<file path="config.mk">
export PLATFORM = sky130hd
export DESIGN_NAME = dac_sample_interp
export DESIGN_NICKNAME = d
export VERILOG_FILES = /design/src/rtl/dac_pkg.sv /design/src/rtl/sample_fifo.sv /design/src/rtl/dac_sample_interp.sv
export SDC_FILE = /design/constraint.sdc
export NUM_CORES = 1
export LEC_CHECK = 0
export CAP_MARGIN = 20
export CORE_MARGIN = 2
export CORE_UTILIZATION = 60
export DETAILED_ROUTE_END_ITERATION = 12
export PLACE_DENSITY = 0.89
export SLEW_MARGIN = 25
export SYNTH_ARGS = -nofsm -noshare
export SYNTH_HDL_FRONTEND = slang
export SYNTH_HIERARCHICAL = 1
export SYNTH_SLANG_ARGS = --single-unit
</file>
<file path="constraint.sdc">
create_clock -name clk -period 9.16 [get_ports clk]
set_input_delay 0.916 -clock clk [delete_from_list [all_inputs] [get_ports clk]]
set_output_delay 0.916 -clock clk [all_outputs]
set_load 0.05 [all_outputs]
</file>
<file path="src/rtl/dac_pkg.sv">
// Shared types and defaults for the DAC sample feed path.
//   sample_t          : 16-bit signed audio sample
//   SAMPLE_PERIOD_DEF : clk cycles per audio sample (100 MHz / 48 kHz, truncated)
//   RAMP_SHIFT_DEF    : interpolation ramp length is 2^RAMP_SHIFT cycles
//   interp_state_t    : interpolator playback state (MUTE / PLAY)
package dac_pkg;

  localparam int SAMPLE_W          = 16;
  localparam int SAMPLE_PERIOD_DEF = 2083;
  localparam int RAMP_SHIFT_DEF    = 11;

  typedef logic signed [SAMPLE_W-1:0] sample_t;

  typedef enum logic {
    MUTE = 1'b0,
    PLAY = 1'b1
  } interp_state_t;

endpackage

</file>
<file path="src/rtl/sample_fifo.sv">
// Small synchronous FIFO with first-word-fall-through read data.
// Ports:
//   clk, rst   : clock and synchronous active-low reset (clears pointers/count)
//   i_push     : write i_din when not full
//   i_din      : write data
//   i_pop      : advance read pointer when not empty
//   o_dout     : head entry (valid whenever o_empty is low)
//   o_full     : DEPTH entries held
//   o_empty    : no entries held
//   o_level    : current occupancy, 0..DEPTH
module sample_fifo #(
  parameter int DEPTH = 4,
  parameter int WIDTH = 16,
  localparam int AW = $clog2(DEPTH),
  localparam int LW = AW + 1
) (
  input  logic             clk,
  input  logic             rst,
  input  logic             i_push,
  input  logic [WIDTH-1:0] i_din,
  input  logic             i_pop,
  output logic [WIDTH-1:0] o_dout,
  output logic             o_full,
  output logic             o_empty,
  output logic [LW-1:0]    o_level
);

  logic [WIDTH-1:0] r_mem [DEPTH];
  logic [AW-1:0]    r_wr_ptr;
  logic [AW-1:0]    r_rd_ptr;
  logic [LW-1:0]    r_count;
  logic             w_do_push;
  logic             w_do_pop;

  assign o_full    = (r_count == LW'(DEPTH));
  assign o_empty   = (r_count == '0);
  assign o_level   = r_count;
  assign o_dout    = r_mem[r_rd_ptr];
  assign w_do_push = i_push && !o_full;
  assign w_do_pop  = i_pop && !o_empty;

  // DEPTH is a power of two, so the pointers wrap naturally.
  always_ff @(posedge clk) begin
    if (!rst) begin
      r_wr_ptr <= '0;
      r_rd_ptr <= '0;
      r_count  <= '0;
    end else begin
      if (w_do_push) r_wr_ptr <= r_wr_ptr + AW'(1);
      if (w_do_pop)  r_rd_ptr <= r_rd_ptr + AW'(1);
      case ({w_do_push, w_do_pop})
        2'b10:   r_count <= r_count + LW'(1);
        2'b01:   r_count <= r_count - LW'(1);
        default: r_count <= r_count;
      endcase
    end
  end

  // Storage carries data only; no reset needed.
  always_ff @(posedge clk) begin
    if (w_do_push) r_mem[r_wr_ptr] <= i_din;
  end

endmodule

</file>
<file path="src/rtl/dac_sample_interp.sv">
// Audio-rate to system-clock sample feeder for the delta-sigma DAC.
// Buffers incoming samples in a FIFO and emits a per-clock linear
// interpolation between consecutive samples, with prefill, underrun
// soft-mute and recovery.
// Ports:
//   clk            : system clock
//   rst            : synchronous active-low reset
//   sample_in      : signed audio sample, accepted when sample_valid && sample_ready
//   sample_valid   : sample_in valid
//   sample_ready   : FIFO not full
//   current_sample : registered interpolated output to the DAC
//   underrun       : one-cycle pulse when a PLAY tick finds the FIFO empty
//   fifo_level     : FIFO occupancy
module dac_sample_interp
  import dac_pkg::*;
#(
  parameter int SAMPLE_PERIOD = SAMPLE_PERIOD_DEF,
  parameter int RAMP_SHIFT    = RAMP_SHIFT_DEF,
  parameter int FIFO_DEPTH    = 4,
  parameter int PREFILL       = 2,
  localparam int LW = $clog2(FIFO_DEPTH) + 1
) (
  input  logic                 clk,
  input  logic                 rst,
  input  logic signed [15:0]   sample_in,
  input  logic                 sample_valid,
  output logic                 sample_ready,
  output logic signed [15:0]   current_sample,
  output logic                 underrun,
  output logic [LW-1:0]        fifo_level
);

  localparam int CW = $clog2(SAMPLE_PERIOD);
  localparam int PW = 17 + RAMP_SHIFT + 2;
  localparam logic [RAMP_SHIFT:0] RAMP_FULL = {1'b1, {RAMP_SHIFT{1'b0}}};

  // prev + floor((target - prev) * ramp / 2^RAMP_SHIFT). The arithmetic
  // right shift of the signed product rounds toward -inf, and the result
  // always lies between prev and target, so the 16-bit slice cannot wrap.
  function automatic sample_t interp_point(input sample_t prev,
                                           input sample_t tgt,
                                           input logic [RAMP_SHIFT:0] ramp);
    logic signed [16:0]           delta;
    logic signed [RAMP_SHIFT+1:0] ramp_s;
    logic signed [PW-1:0]         prod;
    logic signed [PW-1:0]         step;
    logic signed [16:0]           sum;
    delta  = {tgt[15], tgt} - {prev[15], prev};
    ramp_s = {1'b0, ramp};
    prod   = PW'(delta) * PW'(ramp_s);
    step   = prod >>> RAMP_SHIFT;
    sum    = {prev[15], prev} + step[16:0];
    return sum[15:0];
  endfunction

  interp_state_t       r_state;
  interp_state_t       w_state_nxt;
  logic [CW-1:0]       r_cnt;
  logic [RAMP_SHIFT:0] r_ramp;
  sample_t             r_prev;
  sample_t             r_target;
  sample_t             r_cur;
  logic                r_underrun;

  logic                w_tick;
  logic                w_push;
  logic                w_pop;
  logic                w_full;
  logic                w_empty;
  logic [LW-1:0]       w_level;
  logic [15:0]         w_head;
  sample_t             w_target_nxt;
  sample_t             w_interp;
  logic                w_underrun;

  assign w_tick         = (r_cnt == CW'(SAMPLE_PERIOD - 1));
  assign w_push         = sample_valid && sample_ready;
  assign w_interp       = interp_point(r_prev, r_target, r_ramp);
  assign sample_ready   = !w_full;
  assign current_sample = r_cur;
  assign underrun       = r_underrun;
  assign fifo_level     = w_level;

  sample_fifo #(
    .DEPTH (FIFO_DEPTH),
    .WIDTH (16)
  ) u_fifo (
    .clk     (clk),
    .rst     (rst),
    .i_push  (w_push),
    .i_din   (sample_in),
    .i_pop   (w_pop),
    .o_dout  (w_head),
    .o_full  (w_full),
    .o_empty (w_empty),
    .o_level (w_level)
  );

  // Decisions use the registered FIFO count, so a push landing on the
  // tick cycle is only seen by the following tick.
  always_comb begin
    w_state_nxt  = r_state;
    w_pop        = 1'b0;
    w_target_nxt = '0;
    w_underrun   = 1'b0;
    case (r_state)
      MUTE: begin
        if (w_tick && (w_level >= LW'(PREFILL))) begin
          w_pop        = 1'b1;
          w_target_nxt = w_head;
          w_state_nxt  = PLAY;
        end
      end
      PLAY: begin
        if (w_tick) begin
          if (!w_empty) begin
            w_pop        = 1'b1;
            w_target_nxt = w_head;
          end else begin
            w_underrun  = 1'b1;
            w_state_nxt = MUTE;
          end
        end
      end
      default: w_state_nxt = MUTE;
    endcase
  end

  // Ramp restarts from the value being output at the tick, so a ramp cut
  // short by a new target continues without a jump.
  always_ff @(posedge clk) begin
    if (!rst) begin
      r_state    <= MUTE;
      r_cnt      <= '0;
      r_prev     <= '0;
      r_target   <= '0;
      r_ramp     <= RAMP_FULL;
      r_cur      <= '0;
      r_underrun <= 1'b0;
    end else begin
      r_state    <= w_state_nxt;
      r_underrun <= w_underrun;
      r_cur      <= w_interp;
      r_cnt      <= w_tick ? '0 : r_cnt + CW'(1);
      if (w_tick) begin
        r_prev   <= w_interp;
        r_target <= w_target_nxt;
        r_ramp   <= '0;
      end else if (r_ramp != RAMP_FULL) begin
        r_ramp   <= r_ramp + (RAMP_SHIFT+1)'(1);
      end
    end
  end

endmodule

</file>
==> results_dict.tcl <==
set metrics [dict create \
    outcome "finished clean" \
    sw_frac_of_total 0.232 \
    finalHoldViolations 0 \
    crit_type "flip-flop to flip-flop" \
    antenna_found_initial 0 \
    slew_violations 0 \
    synth_area_mm2 0.0138 \
    synthCells 1383 \
    vias 9619 \
    antennaDiodeCount 0 \
    clkPwrFrac 0.470 \
    drive_gt1_frac 0.0742 \
    cts_hold_buf 0 \
    cts_tree "built" \
    grt_max_degree 40 \
    fmax_mhz 114 \
    dp.cells 1666 \
    ant_nets 0 \
    io_buffers 39 \
    syn_nets 1678 \
    slowest_delay_ns 0.54 \
    overflow 0 \
    fin_setup_tns_ns 0 \
    cts_inserted_buffers 17 \
    die_y_um 155 \
    numClockSinks 147 \
    synth_cell_types 75 \
    power.density_mw_per_mm2 98.8 \
    cts_root_buffer "clkbuf_16" \
    layout_commonest_cell "inv_1" \
    drc 0 \
    p_seq_frac 0.484 \
    fin_crit_ns 8.78 \
    core-area_mm2 0.0226 \
    h-tree-depth 4 \
    grt_pass1_vias 10400 \
    track_usage 0.266 \
    synth_warnings 6 \
    drtIter0Drc 677 \
    hold_class "flip-flop to flip-flop" \
    vdd_ir_drop_max_v 0.000259 \
    maxSlewHeadroom 0.331 \
    required_ns 9.45 \
    yosysSeqAreaShare 0.260 \
    vias_per_cell 5.65 \
    first_pass_iters 5 \
    rsz0062_at_grt "no" \
    clock_skew_ns 0.00619 \
    internal_power_mw 1.15 \
    fin_crit_sh 0.959 \
    die-width_um 155 \
    cts_buffer_depth 2 \
    final_cell_mix "inv_1 (278), fa_1 (176), nand2_1 (128), and2_1 (102), ha_1 (99)" \
    design.die.area_mm2 0.0242 \
    p_switching_mw 0.347 \
    max_slew.worst_pin.slew_ns 1.00 \
    wirelength_um 30200 \
    finalNonFillerCells 1701 \
    syn_avg_cell_area_um2 9.96 \
    drv_cap 0 \
    grt_pass1_wl_um 50900 \
    cp.arrival_ns 9.07 \
    fin_nets 1698 \
    dpl.hpwl_um 22400 \
    startpoint_type "flip-flop" \
    cp_max_fo 5 \
    start_util 0.610 \
    crit_path_end_kind "flip-flop" \
    p_comb_frac 0.046 \
    io_pins 40 \
    clk_pin_slew_ns 0.06 \
    setup_viol 0 \
    synth-edff-count 64 \
    row_count 55 \
    ys_ff_latch 147 \
    synthArstFlopShare 0 \
    cpMaxStageDelayCell "fa_1" \
    insertion_delay_ns 0.42 \
    wl_per_cell_um 17.8 \
    fin_hold_ws_ns 0.472 \
    dominantRegCellSynth "dfxtp_1" \
    place.gp.congestion 0.888 \
    syn_to_final_growth_pct 9.87 \
    p_leak_nw 7.11 \
]
repair_timing:
item	in CTS	in global routing
buffers inserted	0	3
endpoints found under the setup margin	0	11
endpoints found under the hold margin	0	0
gates resized for setup	0	22
final timing paths:
check	start	end	slack [ns]	cells past startpoint
worst max register to register	r_prev[1]$_SDFFE_PN0N_	r_prev[15]$_SDFFE_PN0N_	0.38	39
worst min-delay path	r_cnt[0]$_SDFF_PP0_	r_cnt[0]$_SDFF_PP0_	0.47	1
worst min register to register	r_cnt[0]$_SDFF_PP0_	r_cnt[0]$_SDFF_PP0_	0.47	1
worst max-delay path	r_prev[1]$_SDFFE_PN0N_	r_prev[15]$_SDFFE_PN0N_	0.38	39
layer usage:
layer	global-route usage	up-vias	wire length, um
li1	-	4400	-
met1	0.326	4815	11900
met2	0.475	325	15800
met3	0.0421	79	1550
met4	0.100	0	959
met5	0	-	0
worst max-delay path: cells and delay by family (launching register included):
family                     cells  cell delay, ns
xor gates and xnor gates       4            0.88
buffers and inverters          5            0.27
AOI/OAI and AO/OA             12            1.89
DFF                            1            0.38
and+or+nand+nor               10            1.84
adders and majority gates      8            3.39
state kept, by name, summed over array words and instances (netlist names), named ones only:
name and flops:
r_cnt 12, r_state 1, u_fifo/o_level 3, u_fifo/r_mem 64, r_target 16, u_fifo/r_wr_ptr 2, r_prev 16, r_ramp 12
current_sample 16, u_fifo/r_rd_ptr 2, underrun 1
power by group through the flow:
stage	sequential (mW)	combinational [mW]	clock, mW
5_1_grt	0.724	0.0739	0.737
6_report	0.723	0.0680	0.703
3_5_place_dp	0.737	0.0662	0
2_1_floorplan	0.728	0.0503	0
4_1_cts	0.723	0.0678	0.711
3_3_place_gp	0.735	0.0631	0
stage by stage:
step           total power [mW]  cell area, um2  worst slack, ns   util
6_report                   1.49           15100            0.380  0.670
2_1_floorplan             0.778           13800            0.731      -
5_1_grt                    1.54           15100          0.00412  0.670
3_5_place_dp              0.803           14400            0.173  0.638
3_3_place_gp              0.798           14400            0.466  0.637
4_1_cts                    1.50           15000            0.190  0.665
Yosys cell counts (2+ instances only):
cell       count  area [um2]
a211oi_1       2        15.0
a21boi_0       3        22.5
a21boi_1       2        15.0
a21o_1        16         120
a21oi_1       32         160
a21oi_2        2        17.5
a22o_1        14         123
a31oi_1        2        12.5
and2_1       102         638
and3_1         9        56.3
and4_1         2        17.5
buf_2          5        25.0
buf_6          2        22.5
clkbuf_1      48         180
dfxtp_1       83        1660
edfxtp_1      64        1920
fa_1         176        3520
ha_1         100        1250
inv_1        278        1040
mux2i_1        4        40.0
mux4_2        16         360
nand2_1      128         480
nand2b_1      13        81.3
nand3_1       22         110
nand4_1        9        56.3
nor2_1        50         188
nor2b_1       24         150
nor3_1         9        45.0
nor4_1         3        18.8
o2111ai_1      3        26.3
o21a_1         6        45.0
o21ai_0       23         115
o21bai_1       4        30.0
o221ai_1       2        17.5
o22a_1        11        96.3
or3_1          3        18.8
xnor2_1       49         429
xor2_1        25         219
area by class of cell:
cell class	instances	area (um2)
Multi-Input combinational cell	899	8980
Fill cell	1566	7440
Inverter	279	1050
Clock inverter	13	136
Sequential cell	147	3590
Timing Repair Buffer	59	541
Clock buffer	19	475
Tap cell	285	357
kinds of logic (layout without fill, tap and decap cells):
| family | count (synthesis) | count (layout) | share of synthesized area |
|---|---|---|---|
| AND/OR/NAND/NOR | 386 | 386 | 0.145 |
| AO/OA/AOI/OAI | 141 | 141 | 0.0750 |
| adder cells (fa/ha/maj) | 276 | 276 | 0.347 |
| XOR/XNOR | 75 | 75 | 0.0487 |
| flip-flops | 147 | 147 | 0.260 |
| multiplexers | 21 | 21 | 0.0299 |
| buffers and inverters | 337 | 370 | 0.0949 |
No activity file was read; power rests on OpenSTA's default activity.
